**src/rtl/motor602_cmd_cond.sv**
```systemverilog
// motor602_cmd_cond: synchronises, debounces and formats the seven raw motor602 panel commands.
// Build option MOTOR602_CMD_AUTOREPEAT_EN adds auto-repeat of held INC/DEC buttons.
module motor602_cmd_cond #(
    parameter int unsigned DEB_CNT = 200000,
    parameter int unsigned REP_DLY = 5000000,
    parameter int unsigned REP_PER = 1000000,
    parameter int unsigned CW      = 23
) (
    input  logic clkI,
    input  logic rstI,
    input  logic m3startI,
    input  logic m3forceStopI,
    input  logic m3invRotateI,
    input  logic m3freqINCi,
    input  logic m3freqDECi,
    input  logic m3powerINCi,
    input  logic m3powerDECi,
    output logic m3startO,
    output logic m3forceStopO,
    output logic m3invRotateO,
    output logic m3freqINCo,
    output logic m3freqDECo,
    output logic m3powerINCo,
    output logic m3powerDECo
);

    localparam int NCH      = 7;
    localparam int CH_START = 0;
    localparam int CH_FSTOP = 1;
    localparam int CH_INV   = 2;
    localparam int CH_FINC  = 3;

`ifdef MOTOR602_CMD_AUTOREPEAT_EN
    typedef enum logic [1:0] {
        ST_IDLE     = 2'd0,
        ST_FIRST    = 2'd1,
        ST_WAIT_DLY = 2'd2,
        ST_REPEAT   = 2'd3
    } pair_state_e;
`else
    typedef enum logic [0:0] {
        ST_IDLE  = 1'b0,
        ST_FIRST = 1'b1
    } pair_state_e;
`endif

    if ((DEB_CNT < 2) || (REP_DLY < 2) || (REP_PER < 1) || (CW > 31) ||
        (DEB_CNT >= (32'd1 << CW)) || (REP_DLY >= (32'd1 << CW)) ||
        (REP_PER >= (32'd1 << CW))) begin : g_param_err
        $error("motor602_cmd_cond: illegal parameter combination");
    end

    logic [NCH-1:0] raw_s;
    logic [NCH-1:0] sync1_q;
    logic [NCH-1:0] sync2_q;
    logic [NCH-1:0] st_s;
    logic [3:0]     st_prev_q;
    logic [3:0]     rise_s;
    logic [3:0]     pulse_s;

    assign raw_s = {m3powerDECi, m3powerINCi, m3freqDECi, m3freqINCi,
                    m3invRotateI, m3forceStopI, m3startI};

    // Two-flop synchroniser for every raw command
    always_ff @(posedge clkI or posedge rstI) begin
        if (rstI) begin
            sync1_q <= {NCH{1'b0}};
            sync2_q <= {NCH{1'b0}};
        end else begin
            sync1_q <= raw_s;
            sync2_q <= sync1_q;
        end
    end

    for (genvar g = 0; g < NCH; g++) begin : g_deb
        logic [CW-1:0] dc_q;
        logic [CW-1:0] dc_d;
        logic          st_q;
        logic          st_d;

        // Accept a new level only after DEB_CNT consecutive disagreeing samples
        always_comb begin
            st_d = st_q;
            dc_d = {CW{1'b0}};
            if (sync2_q[g] != st_q) begin
                if (dc_q == CW'(DEB_CNT - 32'd1)) begin
                    st_d = sync2_q[g];
                    dc_d = {CW{1'b0}};
                end else begin
                    dc_d = dc_q + {{(CW-1){1'b0}}, 1'b1};
                end
            end else begin
                dc_d = {CW{1'b0}};
            end
        end

        // Debounce state and counter
        always_ff @(posedge clkI or posedge rstI) begin
            if (rstI) begin
                st_q <= 1'b0;
                dc_q <= {CW{1'b0}};
            end else begin
                st_q <= st_d;
                dc_q <= dc_d;
            end
        end

        assign st_s[g] = st_q;
    end

    assign rise_s = st_s[NCH-1:CH_FINC] & ~st_prev_q;

    for (genvar p = 0; p < 2; p++) begin : g_pair
        pair_state_e state_q;
        pair_state_e state_d;
        logic        dir_q;
        logic        dir_d;
        logic        inc_p_s;
        logic        dec_p_s;
        logic        inc_lvl_s;
        logic        dec_lvl_s;
        logic        held_s;
`ifdef MOTOR602_CMD_AUTOREPEAT_EN
        logic [CW-1:0] rc_q;
        logic [CW-1:0] rc_d;
`endif

        assign inc_lvl_s = st_s[CH_FINC + 2*p];
        assign dec_lvl_s = st_s[CH_FINC + 2*p + 1];
        // dir_q: 0 = INC owns the pair, 1 = DEC owns it
        assign held_s    = dir_q ? dec_lvl_s : inc_lvl_s;

        // Pair arbitration: forceStop and INC+DEC conflict both reset to idle
        always_comb begin
            state_d = state_q;
            dir_d   = dir_q;
            inc_p_s = 1'b0;
            dec_p_s = 1'b0;
`ifdef MOTOR602_CMD_AUTOREPEAT_EN
            rc_d    = rc_q;
`endif
            if (st_s[CH_FSTOP] || (inc_lvl_s && dec_lvl_s)) begin
                state_d = ST_IDLE;
`ifdef MOTOR602_CMD_AUTOREPEAT_EN
                rc_d    = {CW{1'b0}};
`endif
            end else begin
                case (state_q)
                    ST_IDLE: begin
                        if (rise_s[2*p]) begin
                            inc_p_s = 1'b1;
                            dir_d   = 1'b0;
                            state_d = ST_FIRST;
                        end else if (rise_s[2*p+1]) begin
                            dec_p_s = 1'b1;
                            dir_d   = 1'b1;
                            state_d = ST_FIRST;
                        end else begin
                            state_d = ST_IDLE;
                        end
                    end
                    ST_FIRST: begin
                        if (!held_s) begin
                            state_d = ST_IDLE;
                        end else begin
`ifdef MOTOR602_CMD_AUTOREPEAT_EN
                            state_d = ST_WAIT_DLY;
                            rc_d    = {{(CW-1){1'b0}}, 1'b1};
`else
                            state_d = ST_FIRST;
`endif
                        end
                    end
`ifdef MOTOR602_CMD_AUTOREPEAT_EN
                    ST_WAIT_DLY: begin
                        if (!held_s) begin
                            state_d = ST_IDLE;
                            rc_d    = {CW{1'b0}};
                        end else if (rc_q == CW'(REP_DLY - 32'd1)) begin
                            inc_p_s = ~dir_q;
                            dec_p_s = dir_q;
                            state_d = ST_REPEAT;
                            rc_d    = {CW{1'b0}};
                        end else begin
                            rc_d    = rc_q + {{(CW-1){1'b0}}, 1'b1};
                        end
                    end
                    ST_REPEAT: begin
                        if (!held_s) begin
                            state_d = ST_IDLE;
                            rc_d    = {CW{1'b0}};
                        end else if (rc_q == CW'(REP_PER - 32'd1)) begin
                            inc_p_s = ~dir_q;
                            dec_p_s = dir_q;
                            rc_d    = {CW{1'b0}};
                        end else begin
                            rc_d    = rc_q + {{(CW-1){1'b0}}, 1'b1};
                        end
                    end
`endif
                    default: begin
                        state_d = ST_IDLE;
                    end
                endcase
            end
        end

        // Pair state register
        always_ff @(posedge clkI or posedge rstI) begin
            if (rstI) begin
                state_q <= ST_IDLE;
                dir_q   <= 1'b0;
`ifdef MOTOR602_CMD_AUTOREPEAT_EN
                rc_q    <= {CW{1'b0}};
`endif
            end else begin
                state_q <= state_d;
                dir_q   <= dir_d;
`ifdef MOTOR602_CMD_AUTOREPEAT_EN
                rc_q    <= rc_d;
`endif
            end
        end

        assign pulse_s[2*p]   = inc_p_s;
        assign pulse_s[2*p+1] = dec_p_s;
    end

    // Registered command outputs and edge-detect history
    always_ff @(posedge clkI or posedge rstI) begin
        if (rstI) begin
            m3startO     <= 1'b0;
            m3forceStopO <= 1'b0;
            m3invRotateO <= 1'b0;
            m3freqINCo   <= 1'b0;
            m3freqDECo   <= 1'b0;
            m3powerINCo  <= 1'b0;
            m3powerDECo  <= 1'b0;
            st_prev_q    <= 4'd0;
        end else begin
            m3startO     <= st_s[CH_START] & ~st_s[CH_FSTOP];
            m3forceStopO <= st_s[CH_FSTOP];
            m3invRotateO <= st_s[CH_INV];
            m3freqINCo   <= pulse_s[0];
            m3freqDECo   <= pulse_s[1];
            m3powerINCo  <= pulse_s[2];
            m3powerDECo  <= pulse_s[3];
            st_prev_q    <= st_s[NCH-1:CH_FINC];
        end
    end

endmodule

```
**config.mk**
```make
export PLATFORM = sky130hd
export DESIGN_NAME = motor602_cmd_cond
export DESIGN_NICKNAME = d
export VERILOG_FILES = /design/src/rtl/motor602_cmd_cond.sv
export SDC_FILE = /design/constraint.sdc
export NUM_CORES = 1
export LEC_CHECK = 0
export ABC_AREA = 1
export CAP_MARGIN = 20
export CELL_PAD_IN_SITES_DETAIL_PLACEMENT = 1
export CELL_PAD_IN_SITES_GLOBAL_PLACEMENT = 2
export CORE_MARGIN = 1.5
export CORE_UTILIZATION = 38
export CTS_CLUSTER_SIZE = 20
export DETAILED_ROUTE_END_ITERATION = 7
export DONT_BUFFER_PORTS = 1
export PLACE_DENSITY_LB_ADDON = 0.15
export SYNTH_ARGS = -nofsm -noshare
export SYNTH_HDL_FRONTEND = slang
export SYNTH_SLANG_ARGS = --single-unit
```
**constraint.sdc**
```tcl
create_clock -name clkI -period 8 [get_ports clkI]
set_input_delay 0.8 -clock clkI [delete_from_list [all_inputs] [get_ports clkI]]
set_output_delay 0.8 -clock clkI [all_outputs]
set_load 0.01 [all_outputs]
```
# --- Word-level counts from Yosys, hierarchy flattened ---
# Cells that the tools add are included.
classes:
  n_addsub: 7
  eq_ne: 14
  muxes: 42
  n_bitwise: 8
  reduce_logical: 15
op_table:
  columns: ["op", "n"]
  rows:
  - ["23-bit two-way mux", 14]
  - ["23-bit by 1-bit adder with 23-bit output, second input constant", 7]
  - ["23-bit by 18-bit equality test with 1-bit output, second input constant", 7]
  - ["1-bit two-way mux", 26]
  - ["2-bit AND reduction", 7]
  - ["1-bit inequality test", 7]
  - ["3-bit AND reduction", 2]
  - ["1-bit NOT", 5]
  - ["4-bit bitwise AND", 1]
  - ["4-bit NOT", 1]
  - ["1-bit case mux with 2 select lines", 2]
  - ["2-bit nonzero test", 2]
  - ["1-bit logical AND", 2]
  - ["1-bit logical OR", 2]
  - ["1-bit bitwise AND", 1]
totals:
  regBits: 197
  in_bits: 9
  out_inout_bits: 7
  elab_cells: 114

# --- Depth between registers and ports, before layout ---
depth:
  word_depth: 6
  depth_mapped: 9

# --- Least setup slack after synthesis ---
# OpenSTA, ideal clock, no wires.
synth_timing:
  kind: "flip-flop to flip-flop"
  from: "reg g_deb[1].dc_q[0]"
  to: "reg g_deb[1].dc_q[10]"
  t_arrival_ps: 1275
  required_ps: 7879
  path_slack_ps: 6604
  stages_incl_launch_ff: 9
  path_buffers: 0
  synth_period_minus_slack_ps: 1396
  path_cell_list: "dfrtp_1 > ha_1 > inv_1 > nor2_4 > nand2_2 > nor2_1 > nand3_1 > nand2_2 > nor2_1"
synth_via:
  elab_chain_cells: 3
  elab_cells_between_ends: 4
synth_rtl:
  columns: ["item", "line_no", "rtl"]
  rows:
  - ["from (decl)", "76", "logic [CW-1:0] dc_q;"]
  - ["from (signal assigned)", "101", "dc_q <= {CW{1'b0}};"]
  - ["23-bit by 1-bit adder with 23-bit output / 23-bit by 18-bit equality test with 1-bit output (equally long branches)", "90, 86", null]
  - ["23-bit two-way mux *", "86", "if (dc_q == CW'(DEB_CNT - 32'd1)) begin"]
  - ["23-bit two-way mux *", "85", "if (sync2_q[g] != st_q) begin"]
  - ["via g_deb[1].dc_d[10]", "77", "logic [CW-1:0] dc_d;"]
# Mark *: on every way through the listed nets, which the timed path passes. The rest lies on a longest branch.
# A chain may end at the register's enable or synchronous reset.

==> flow_metrics.env <==
export IMPL_cts_inserted_buffers=17
export IMPL_dieHeight_um=173
export IMPL_drtIter0Drc=314
export IMPL_ios=16
export IMPL_synth_cells=1531
export IMPL_tightest_slew_ps=954
export IMPL_critPathRequiredTime_ps=8480
export IMPL_synthToLayoutAreaGrowth_pct=9.22
export IMPL_arrival_ps=2370
export IMPL_clk_path_buf_depth=2
export IMPL_worst_slack_ps=6110
export IMPL_fp_coreArea_mm2=0.0286
export IMPL_die_area_mm2=0.0301
export IMPL_finClkSkew_ps=6.60
export IMPL_ant_nets=0
export IMPL_core_rowCount=62
export IMPL_fin_hold_ws_ps=355
export IMPL_hold_class="reg2reg"
export IMPL_cts_tree="done"
export IMPL_worstPathMaxFanout=134
export IMPL_ys_seq_area_share_pct=44.7
export IMPL_synth_flop_cell="dfrtp_1"
export IMPL_vias=9257
export IMPL_status="finished, final reports clean"
export IMPL_syn_area_mm2=0.0110
export IMPL_grt_ovfl_total=0
export IMPL_fmax_mhz=528
export IMPL_power_density_mw_per_mm2=160
export IMPL_syn_area_per_cell_um2=7.21
export IMPL_cts_resized=0
export IMPL_r2r_setup_slack_ps=6200
export IMPL_hold_violations=0
export IMPL_cpPeakStageDelay_ps=760
export IMPL_synth_edf_count=0
export IMPL_worstPathCellList="inv_8, buf_4"
export IMPL_p_leak_nw=5.14
export IMPL_yosysTopAreaCellShare_pct=44.7
export IMPL_n_antenna_cell=0
export IMPL_htreeDepth=4
export IMPL_cp_top_family="buffers and inverters"
export IMPL_wl_um=28200
export IMPL_period_share_pct=23.7
export IMPL_grt_max_degree=135
export IMPL_wire_per_inst_um=14.5
export IMPL_start_util_pct=38.5
export IMPL_grt_pass1_vias=9725
export IMPL_period_minus_slack_ps=1890
export IMPL_syn_nets=1547
export IMPL_path_class="in2async"
export IMPL_path_buf_inv=2
export IMPL_finalSetupViolations=0
export IMPL_root_buffer="clkbuf_16"
export IMPL_crit_path_end_kind="async pin"
export IMPL_synth_top_area_cell="dfrtp_1"
export IMPL_worstSetupStartpointType="primary input"
export IMPL_async_flop_share_pct=100
export IMPL_tns_ps=0
export IMPL_io_buffers=0
export IMPL_clkTransAtPathRegs_ps=70
export IMPL_p_total_mw=1.93
export IMPL_irDropWorstVdd_mv=0.143
export IMPL_slew_viol_final=0
export IMPL_die_w_um=173
export IMPL_synth_most_common_cell="nor2_1"
export IMPL_insertion_delay_ps=450
export IMPL_ys_top_cells_by_count="nor2_1, nand2_1, dfrtp_1"
export IMPL_drive_above_1_share_pct=7.19
export IMPL_post_cts_buffers=0
export IMPL_synth_area_leaders="dfrtp_1, nor2_1, nand2_1"
export IMPL_rsz0062_at_grt="false"
export IMPL_hpwl_um=20900
export IMPL_synth_seq_cells=197
export IMPL_drc_errors=0
export IMPL_yosysUniqueCellTypes=24
export IMPL_worst_slew_margin_rel_pct=36.4
export IMPL_vias_per_cell=4.77
export IMPL_grt_pass1_wl_um=48000
export IMPL_antenna_found_initial=0
export IMPL_pre_cts_slack_ps=5550
export IMPL_slowest_stage="buf_4"
export IMPL_clock_sinks=197
export IMPL_maxCapViolations=0
export IMPL_dr_pass1_iters=4
export IMPL_postCtsHoldBufs=0
export IMPL_gp_congestion=0.831
export IMPL_yosys_warnings=0
export IMPL_nets=1560
export IMPL_grt_usage_pct=19.8
[path summary, 6_finish.rpt]
check / to / start / cells after the start
worst max-delay path: g_deb[5].dc_q[11] / rstI / 2
max in group clkI: g_deb[1].dc_q[11] / g_deb[1].dc_q[0] / 8
worst max register to register: g_deb[1].dc_q[11] / g_deb[1].dc_q[0] / 8
worst min register to register: sync2_q[0] / sync1_q[0] / 0
min in group asynchronous: g_deb[5].dc_q[14] / rstI / 1
worst min-delay path: sync2_q[0] / sync1_q[0] / 0
[where the power goes]
part | leakage, nW | internal, mW | switching, mW
logic | 2.17 | 0.0129 | 0.0493
registers | 2.70 | 1.01 | 0.0109
clock network | 0.265 | 0.435 | 0.419
[cells in the final DEF, fill, tap and decap left out, types with 5 or more instances in the layout]
cell	instances
nor3_1	9
nor2_4	14
and2_1	12
nand2_1	391
nor2_2	27
inv_6	5
clkbuf_16	17
xnor2_1	43
nand4_1	30
dfrtp_1	197
ha_1	7
inv_1	147
o21ai_0	20
nand2_2	35
a21oi_1	11
nor2_1	417
xor2_1	48
nand3_1	107
[cell type report]
| type | count | area, um2 |
|---|---|---|
| clock buffer | 19 | 433 |
| clock inverter | 13 | 124 |
| fill | 3672 | 16600 |
| inverter | 150 | 571 |
| multi-input combinational | 1177 | 5510 |
| sequential | 197 | 4930 |
| tap | 384 | 480 |
| timing repair buffer | 1 | 7.51 |
[logic make-up (layout without fill, tap and decap cells)]
family                   after synthesis  count (layout)  share of synthesized area, %
flip-flops                           197             197                          44.7
XOR/XNOR                              91              91                          7.22
AO/OA/AOI/OAI                         34              34                          1.59
AND/OR/NAND/NOR                     1045            1045                          40.3
buffers and inverters                157             183                          5.42
adder cells (fa/ha/maj)                7               7                         0.794
[sequential cells by signal (all words and copies together) (netlist names), 2 cells and up]
name,count
g_pair.dir_q,2
st_prev_q,4
g_deb.st_q,7
sync2_q,7
sync1_q,7
g_deb.dc_q,161
g_pair.state_q,2
[metal layers]
layer | part of all wire, % | global-route usage (%) | vias up | wire [um]
li1 | - | - | 4754 | -
met1 | 49 | 26.0 | 4423 | 13800
met2 | 48 | 34.0 | 55 | 13600
met3 | 1.6 | 3.55 | 25 | 452
met4 | 1.2 | 4.86 | 0 | 333
met5 | 0 | 0 | - | 0
[metrics by stage]
stage	util, %	cells	instance area (um2)
after global placement	40.2	1909	11500
after global routing	42.1	1941	12100
after detailed placement	40.2	1909	11500
after CTS	42.1	1941	12100
after floorplan	-	1531	11000
final	42.1	1941	12100
Note: power is estimated with default switching activity, not from simulation.
